--- src/rtl/game_pkg.sv ---
// Shared game-screen definitions: keeper FSM state encoding and the keeper's
// legal column range, used by both the keeper controller and the keeper drawer.
package game_pkg;

  localparam int KEEPER_X_W      = 10;
  localparam int KEEPER_X_MIN    = 112;
  localparam int KEEPER_X_MAX    = 612;
  localparam int KEEPER_X_CENTER = 362;

  typedef enum logic [2:0] {
    IDLE   = 3'd0,
    TRACK  = 3'd1,
    DIVE   = 3'd2,
    HOLD   = 3'd3,
    RETURN = 3'd4
  } keeper_state_t;

endpackage

--- src/rtl/frame_tick.sv ---
// Registered rising-edge detector on vertical blanking; o_tick is high for the
// single cycle in which vblnk is first sampled high.
module frame_tick (
  input  logic clk,
  input  logic rst,
  input  logic i_vblnk,
  output logic o_tick
);

  logic r_vblnk_q;

  always_ff @(posedge clk) begin
    if (rst) r_vblnk_q <= 1'b0;
    else     r_vblnk_q <= i_vblnk;
  end

  assign o_tick = i_vblnk & ~r_vblnk_q;

endmodule

--- src/rtl/keeper_ctl.sv ---
// Keeper position controller: tracks a target column, performs a scripted dive
// on a shot, holds the pose, then walks back to centre. Moves only on frame ticks.
module keeper_ctl
  import game_pkg::*;
#(
  parameter int X_MIN       = KEEPER_X_MIN,
  parameter int X_MAX       = KEEPER_X_MAX,
  parameter int X_CENTER    = KEEPER_X_CENTER,
  parameter int TRACK_STEP  = 4,
  parameter int DIVE_STEP   = 24,
  parameter int HOLD_FRAMES = 30
) (
  input  logic                  clk,
  input  logic                  rst,
  input  logic                  vblnk,
  input  logic                  enable,
  input  logic [KEEPER_X_W-1:0] target_x,
  input  logic                  shot,
  input  logic [KEEPER_X_W-1:0] dive_x,
  output logic [KEEPER_X_W-1:0] keeper_x_pos,
  output keeper_state_t         keeper_state,
  output logic                  dive_done
);

  localparam int XW   = KEEPER_X_W;
  localparam int HC_W = (HOLD_FRAMES > 2) ? $clog2(HOLD_FRAMES) : 1;

  localparam logic [XW-1:0] XMIN_C   = XW'(X_MIN);
  localparam logic [XW-1:0] XMAX_C   = XW'(X_MAX);
  localparam logic [XW-1:0] XCEN_C   = XW'(X_CENTER);
  localparam logic [XW:0]   TRACK_C  = (XW+1)'(TRACK_STEP);
  localparam logic [XW:0]   DIVE_C   = (XW+1)'(DIVE_STEP);
  localparam logic [HC_W-1:0] HOLD_INIT_C = HC_W'(HOLD_FRAMES - 1);

  function automatic logic [XW-1:0] clamp_x(input logic [XW-1:0] x);
    if (x < XMIN_C)      clamp_x = XMIN_C;
    else if (x > XMAX_C) clamp_x = XMAX_C;
    else                 clamp_x = x;
  endfunction

  // Move pos toward goal by at most step; landing exactly on goal prevents overshoot.
  function automatic logic [XW-1:0] step_toward(input logic [XW-1:0] pos,
                                                input logic [XW-1:0] goal,
                                                input logic [XW:0]   step);
    logic signed [XW:0] d;
    logic signed [XW:0] s;
    d = $signed({1'b0, goal}) - $signed({1'b0, pos});
    s = $signed(step);
    if (d > s)       step_toward = pos + step[XW-1:0];
    else if (d < -s) step_toward = pos - step[XW-1:0];
    else             step_toward = goal;
  endfunction

  logic            w_tick;
  keeper_state_t   r_state, w_state_n;
  logic [XW-1:0]   r_pos, w_pos_n;
  logic [XW-1:0]   r_dive_goal, w_dive_goal_n;
  logic [HC_W-1:0] r_hold_cnt, w_hold_cnt_n;
  logic            r_dive_done, w_dive_done_n;
  logic [XW-1:0]   w_target_c, w_dive_c;
  logic [XW-1:0]   w_track_pos, w_dive_pos, w_ret_pos;

  frame_tick u_frame_tick (
    .clk     (clk),
    .rst     (rst),
    .i_vblnk (vblnk),
    .o_tick  (w_tick)
  );

  assign w_target_c  = clamp_x(target_x);
  assign w_dive_c    = clamp_x(dive_x);
  assign w_track_pos = step_toward(r_pos, w_target_c, TRACK_C);
  assign w_dive_pos  = step_toward(r_pos, r_dive_goal, DIVE_C);
  assign w_ret_pos   = step_toward(r_pos, XCEN_C, TRACK_C);

  always_ff @(posedge clk) begin
    if (rst) begin
      r_state     <= IDLE;
      r_pos       <= XCEN_C;
      r_dive_goal <= XCEN_C;
      r_hold_cnt  <= '0;
      r_dive_done <= 1'b0;
    end else begin
      r_state     <= w_state_n;
      r_pos       <= w_pos_n;
      r_dive_goal <= w_dive_goal_n;
      r_hold_cnt  <= w_hold_cnt_n;
      r_dive_done <= w_dive_done_n;
    end
  end

  always_comb begin
    w_state_n = r_state;
    if (!enable) begin
      w_state_n = IDLE;
    end else begin
      case (r_state)
        IDLE:    w_state_n = TRACK;
        TRACK:   if (shot) w_state_n = DIVE;
        DIVE:    if (w_tick && (w_dive_pos == r_dive_goal)) w_state_n = HOLD;
        HOLD:    if (w_tick && (r_hold_cnt == '0)) w_state_n = RETURN;
        RETURN:  if (w_tick && (w_ret_pos == XCEN_C)) w_state_n = TRACK;
        default: w_state_n = IDLE;
      endcase
    end
  end

  // Shot has priority over the tracking step when both land in the same cycle.
  always_comb begin
    w_pos_n       = r_pos;
    w_dive_goal_n = r_dive_goal;
    w_hold_cnt_n  = r_hold_cnt;
    w_dive_done_n = 1'b0;
    if (!enable) begin
      w_pos_n = XCEN_C;
    end else begin
      case (r_state)
        IDLE: w_pos_n = XCEN_C;
        TRACK: begin
          if (shot)        w_dive_goal_n = w_dive_c;
          else if (w_tick) w_pos_n = w_track_pos;
        end
        DIVE: begin
          if (w_tick) begin
            w_pos_n = w_dive_pos;
            if (w_dive_pos == r_dive_goal) w_hold_cnt_n = HOLD_INIT_C;
          end
        end
        HOLD: begin
          if (w_tick) begin
            if (r_hold_cnt == '0) w_dive_done_n = 1'b1;
            else                  w_hold_cnt_n  = r_hold_cnt - 1'b1;
          end
        end
        RETURN:  if (w_tick) w_pos_n = w_ret_pos;
        default: w_pos_n = XCEN_C;
      endcase
    end
  end

  assign keeper_x_pos = r_pos;
  assign keeper_state = r_state;
  assign dive_done    = r_dive_done;

endmodule

--- config.mk ---
export PLATFORM = sky130hd
export DESIGN_NAME = keeper_ctl
export DESIGN_NICKNAME = d
export VERILOG_FILES = /design/src/rtl/game_pkg.sv /design/src/rtl/frame_tick.sv /design/src/rtl/keeper_ctl.sv
export SDC_FILE = /design/constraint.sdc
export NUM_CORES = 1
export LEC_CHECK = 0
export ABC_AREA = 1
export ABC_CLOCK_PERIOD_IN_PS = 3640
export BUFFER_PORTS_ARGS = -buffer_cell sky130_fd_sc_hd__buf_2
export CAP_MARGIN = 15
export CORE_UTILIZATION = 55
export CTS_CLUSTER_SIZE = 28
export DETAILED_ROUTE_END_ITERATION = 8
export PLACE_DENSITY = 0.85
export SLEW_MARGIN = 40
export SYNTH_ARGS = -nofsm -noshare
export SYNTH_HDL_FRONTEND = slang
export SYNTH_HIERARCHICAL = 1
export SYNTH_SLANG_ARGS = --single-unit
--- constraint.sdc ---
create_clock -name clk -period 3.64 [get_ports clk]
set_input_delay 0.91 -clock clk [delete_from_list [all_inputs] [get_ports clk]]
set_output_delay 0.91 -clock clk [all_outputs]
set_load 0.02 [all_outputs]
==> qor.csv, run 1 <==
metric;value;unit
reg2reg_slack;260;ps
dieArea;8090;um2
seq_area;601;um2
synth_common_cells;nand2_1 (207), inv_1 (98), nand3_1 (93);
multi_input_area;3460;um2
core;7370;um2
grt_pass1_vias;5116;
tightest_slew;585;ps
maxUsedRoutingLayer;met4;
postPlaceCellArea;4900;um2
setup_ws;34.9;ps
fin_worst_skew;12.3;ps
synthArstFlopShare;0;%
wl_per_cell;16.0;um
placed_cells;915;
syn_nets;792;
drt_pass1_iterations;6;
initial_core_util;57.7;%
area_delta_synth_final;27.3;%
relSlewSlack;60.9;%
wl_met1;5930;um
synthesis.area;4250;um2
via_per_inst;5.78;
grt_max_degree;18;
cpPeakStageDelay;370;ps
final.fill_count;610;
synth.distinct_cells;46;
cap_viol_max_count;0;
status;complete, no violations;
r2r-start;r_dive_goal[0];
synthSimpleGateAreaFrac;44.9;%
min_period;3610;ps
grt_pass1_wl;23300;um
drive_above_1_share;22.8;%
cts_buffer_depth;2;
end_kind;flip-flop;
wl_met3;1080;um
gr-total-overflow;0;
grt_setup_unrepaired;true;
seq_area_frac_synth;14.1;%
r2r_cells;23;
ant_nets;0;
pre_cts_ws;-344;ps
synth_flop_cell;dfxtp_1;
whs_path_depth;2;
cts_hold_buffers;0;
worstPathMaxFanout;5;
period_share;99.0;%
hold_viol_final;0;
hp-class;flip-flop to flip-flop;
critPathLaunchType;input port;
p_per_area;365;nW/um2
muxShareOfSynthArea;0;%
cpLargestDelayFamily;simple AND/OR/NAND/NOR gates;
avgSynthCellArea;5.77;um2
synth_compound_area_share;14.0;%
drcViolationCount;0;
synthCells;737;
power;1.98;mW
cts-htree-levels;2;
min_from;r_hold_cnt[4];
worstPathArrival;3830;ps
root_buffer;clkbuf_8;
clk-insertion-delay-late;300;ps
die_x;89.9;um
setup_viol;0;
fin_cells;934;
slew_viol_final;0;
met2WireLength;7120;um
cp_slowest_cell;o21ai_2;
n_antenna_cell;0;
clk_pin_slew;80;ps
crit_top_cell;nand2_1;
fin_area;5410;um2
num_io_pins;39;
dp_hpwl;11300;um
path_depth;24;
synth-adder-area-share;9.18;%
cts_tree;built;
crit_chain;buf_2, inv_1, o21ai_2, buf_4, nand3_2, ha_4, nand2_1, nor2_2, a211oi_2, nand2_4, nand2_2, nand2_1, nand2_1, nand2_2, nor2_2, nand3_2, nand2_4, buf_12, nand2_8, nand2_1, nand3_1, nand2_1, nand2_1, a21oi_1;
vias;5401;
path_class;input port to flip-flop;
synth_most_common_cell;nand2_1;
cp.required;3870;ps
cts_buffers;5;
ir_drop;0.262;mV
hold_path_end;r_hold_cnt[4];
synth_top_family_by_area;simple AND/OR/NAND/NOR gates;
path_buf_inv;4;
leakagePower;2.77;nW
yosys.area.top_type_share;18.3;%
reg2reg_to;r_hold_cnt[1];
fp.dieH;89.9;um
synth-edff-count;0;
hold_ws;494;ps
fmax;277;MHz
port_buffers;38;
track_usage;35.3;%
synth_xor_area_share;6.59;%
row_count;31;
yosysTopAreaCell;nand2_1;
first_iter_violations;529;
gp_congestion;0.937;
antenna_found_initial;0;
cts.sinks;30;
synthTopCellsByArea;nand2_1 (18%), dfxtp_1 (14%), nand3_1 (11%);
crit_path_start;target_x[6];
synth_seq_cells;30;
fin_nets;889;
yosysWarnings;6;
wl;15000;um
## stage by stage
stage	utilization [%]	TNS, ps
floorplan	-	0
global placement	66.6	-1450
detailed placement	66.6	-2870
CTS	67.8	0
global route	73.4	-1370
finish	73.4	0
## registers in the layout, summed over array words and instances, names as in the netlist
signal                  count
keeper_x_pos               10
r_dive_goal                10
r_hold_cnt                  5
keeper_state                3
dive_done                   1
u_frame_tick/r_vblnk_q      1
## how the worst max path moves through the flow
stage | end | slack (ps)
6_report | keeper_x_pos[2] | 30
5_1_grt | keeper_x_pos[0] | -160
4_1_cts | keeper_x_pos[7] | 40
3_5_place_dp | keeper_x_pos[5] | -340
3_3_place_gp | keeper_x_pos[5] | -200
2_1_floorplan | keeper_x_pos[5] | 150
## cells in the final DEF (no fill, tap or decap), types with 21 or more instances in the layout
cell and n:
xor2_1 28, buf_2 34, a21oi_1 41, buf_4 63, ha_1 22, nand2_1 188, nor2_1 52, inv_1 93
nand3_1 90, nand2_2 21, dfxtp_1 30
## what timing repair did
item	in CTS	in global routing
gates cloned	0	1
pin swaps	0	40
resized for setup	1	78
setup endpoints to repair	5	17
buffers inserted	0	10
## metal layers
metal,up-vias,GRT usage (%)
met2,289,62.9
met5,-,0
li1,2626,-
met4,0,19.2
met1,2415,41.4
met3,71,3.81
## cell families (layout without fill, tap and decap cells)
family,Yosys count,in the layout
compound gates,102,102
xor+xnor,32,32
fa+ha+maj,30,30
buf+inv,120,217
flops,30,30
simple gates,423,424
## power breakdown
group          total [mW]  internal [mW]  switching (mW)  leakage (nW)
clock network       0.301          0.153           0.149        0.0482
registers           0.359          0.344          0.0159         0.244
logic                1.31          0.478           0.836          2.48
## area by class of cell
type,count,share of cell area [%]
sequential,30,11.1
timing repair buffer,104,13.6
clock inverter,1,0.0925
clock buffer,7,1.60
multi-input combinational,588,64.0
inverter,105,7.35
tap,99,2.29
## tightest hold or removal path, stage by stage, from the launching register on
cell and delay, ps:
dfxtp_1 330, nand2_1 70, a21oi_1 50
Power figures use the tool's default switching activity.
==> run 2, diff against run 1 <==
- CORE_ASPECT_RATIO: default -> 1.25
==> run 2 against run 1 <==
Compared with the run above: register-to-register slack improved by 80 ps; sequential share of layout area rose by 0.067 points; sequential power about the same; fmax down 2.0%; first-iteration DRC count fell by 27%; highest routed layer unchanged; non-clock buffer count fell by 2; the run now ends with negative setup slack left; worst hold slack worse by 2.1 ps; combinational power barely moved; final area fell by 0.39%; sequential cell count is the same.
==> qor.csv, run 2 (synthesis results as in run 1) <==
metric;value;unit;change
core;7440;um2;was 7370 um2
setup_viol;5;;was 0
gp_congestion;1.03;;was 0.937
wl_per_cell;16.3;um;was 16.0 um
num_io_pins;39;;unchanged
cpLargestDelayFamily;simple AND/OR/NAND/NOR gates;;unchanged
fmax;272;MHz;was 277 MHz
drive_above_1_share;21.7;%;was 22.8%
die_x;80.7;um;was 89.9 um
area_delta_synth_final;26.8;%;was 27.3%
cpPeakStageDelay;340;ps;was 370 ps
hold_viol_final;0;;unchanged
cts_buffers;5;;unchanged
path_buf_inv;5;;was 4
worstPathArrival;3910;ps;was 3830 ps
tightest_slew;565;ps;was 585 ps
fin_nets;888;;was 889
gr-total-overflow;0;;unchanged
layout_commonest_cell;nand2_1;;unchanged
critPathLaunchType;input port;;unchanged
vias;5437;;was 5401
cp_slowest_cell;fa_2;;was o21ai_2
leakagePower;2.77;nW;about the same
crit_chain;buf_2, inv_1, nor3_1, nand2_1, nand3_4, nand3_4, ha_4, fa_2, inv_2, nand4_1, nand2_2, nand2_1, nand2_1, nand2_1, nand2_1, nand4_1, buf_4, nand2_4, buf_6, nand3_2, o211ai_1, nand2_1, a21oi_2;;was buf_2, inv_1, o21ai_2, buf_4, nand3_2, ha_4, nand2_1, nor2_2, a211oi_2, nand2_4, nand2_2, nand2_1, nand2_1, nand2_2, nor2_2, nand3_2, nand2_4, buf_12, nand2_8, nand2_1, nand3_1, nand2_1, nand2_1, a21oi_1
via_per_inst;5.87;;was 5.78
dp_hpwl;11500;um;was 11300 um
ant_nets;0;;unchanged
path_class;input port to flip-flop;;unchanged
end_kind;flip-flop;;unchanged
final.fill_count;614;;was 610
clk_pin_slew;80;ps;about the same
grt_setup_unrepaired;true;;unchanged
track_usage;36.9;%;was 35.3%
grt_pass1_vias;5037;;was 5116
slew_viol_final;0;;unchanged
drt_pass1_iterations;7;;was 6
initial_core_util;57.1;%;was 57.7%
cap_viol_max_count;0;;unchanged
wl;15100;um;was 15000 um
fin_cells;926;;was 934
fin_area;5390;um2;was 5410 um2
grt_pass1_wl;22900;um;was 23300 um
mostFrequentLayoutCells;nand2_1 (198), inv_1 (92), nand3_1 (89), buf_4 (63), nor2_1 (54);;was nand2_1 (188), inv_1 (93), nand3_1 (90), buf_4 (63), nor2_1 (52)
cts-htree-levels;2;;unchanged
placed_cells;910;;was 915
clk-insertion-delay-late;290;ps;was 300 ps
setup_tns;-130;ps;was 0 ps
n_antenna_cell;0;;unchanged
fp.dieH;100;um;was 89.9 um
hp-class;flip-flop to flip-flop;;unchanged
relSlewSlack;62.2;%;was 60.9%
fin_worst_skew;14.4;ps;was 12.3 ps
crit_top_cell;nand2_1;;unchanged
status;complete, but fails checks;;was complete, no violations
ir_drop;0.262;mV;about the same
row_count;35;;was 31
violations;negative setup slack;;
first_iter_violations;387;;was 529
period_share;101;%;was 99.0%
worstPathMaxFanout;7;;was 5
cts_tree;built;;unchanged
antenna_found_initial;0;;unchanged
pre_cts_ws;-313;ps;was -344 ps
postPlaceCellArea;4910;um2;was 4900 um2
dieArea;8090;um2;about the same
port_buffers;38;;unchanged
cts_buffer_depth;2;;unchanged
cts.sinks;30;;unchanged
cp.required;3870;ps;about the same
drcViolationCount;0;;unchanged
min_period;3680;ps;was 3610 ps
grt_max_degree;18;;unchanged
p_per_area;388;nW/um2;was 365 nW/um2
root_buffer;clkbuf_8;;unchanged
setup_ws;-40.3;ps;was 34.9 ps
==> run 2: changes by cell type in the layout (fill, tap and decap cells not counted), sizes merged <==
cell | previous run | this run
nand2 | 218 | 219
bufinv | 0 | 2
clkinv | 5 | 4
buf | 104 | 101
==> run 2: tightest hold or removal path: stages (launching register included) <==
cell	delay, ps
dfxtp_2	330
nand2_1	60
a21oi_1	60
==> run 2: per-stage QoR <==
stage	hold WS [ps]	power, mW	util (%)
3_3_place_gp	472	1.53	66.0
3_5_place_dp	487	1.55	66.0
5_1_grt	520	2.25	72.4
4_1_cts	496	1.98	67.9
2_1_floorplan	452	1.23	-
6_report	492	2.09	72.4
==> run 2: worst paths after layout <==
path / slack, ps / endpoint / startpoint / depth (start not counted)
setup / recovery: -40 / keeper_x_pos[0] / target_x[2] / 23
hold / removal: 490 / r_dive_goal[0] / r_dive_goal[0] / 2
setup reg to reg: 340 / keeper_state[1] / r_dive_goal[0] / 23
hold reg to reg: 490 / r_dive_goal[0] / r_dive_goal[0] / 2
==> run 2: repair_timing <==
item | 4_1_cts | 5_1_grt
pin swaps | 0 | 19
gates resized for setup | 1 | 62
hold buffers | 0 | 0
cloned | 0 | 2
setup endpoints to repair | 3 | 18
setup buffers | 0 | 6
==> run 2: report_power, final <==
group | internal, mW | switching, mW
clock | 0.292 | 0.136
sequential | 0.344 | 0.0166
combinational | 0.473 | 0.831
total | 1.11 | 0.984
==> run 2: cell type report <==
cell class | instances | area (um2) | share of cell area [%]
timing repair buffer | 102 | 683 | 12.7
tap | 92 | 115 | 2.14
inverter | 105 | 398 | 7.38
clock inverter | 2 | 60.1 | 1.11
clock buffer | 6 | 82.6 | 1.53
multi-input combinational | 589 | 3450 | 64.0
sequential | 30 | 602 | 11.2
==> run 2: routing by layer <==
layer  GRT usage, %  vias to the layer above  share of wire, %
met2           66.4                      234                50
met3           5.64                       94               4.7
li1               -                     2625                 -
met4           26.5                        0               8.6
met5              0                        -                 0
met1           38.2                     2484                37
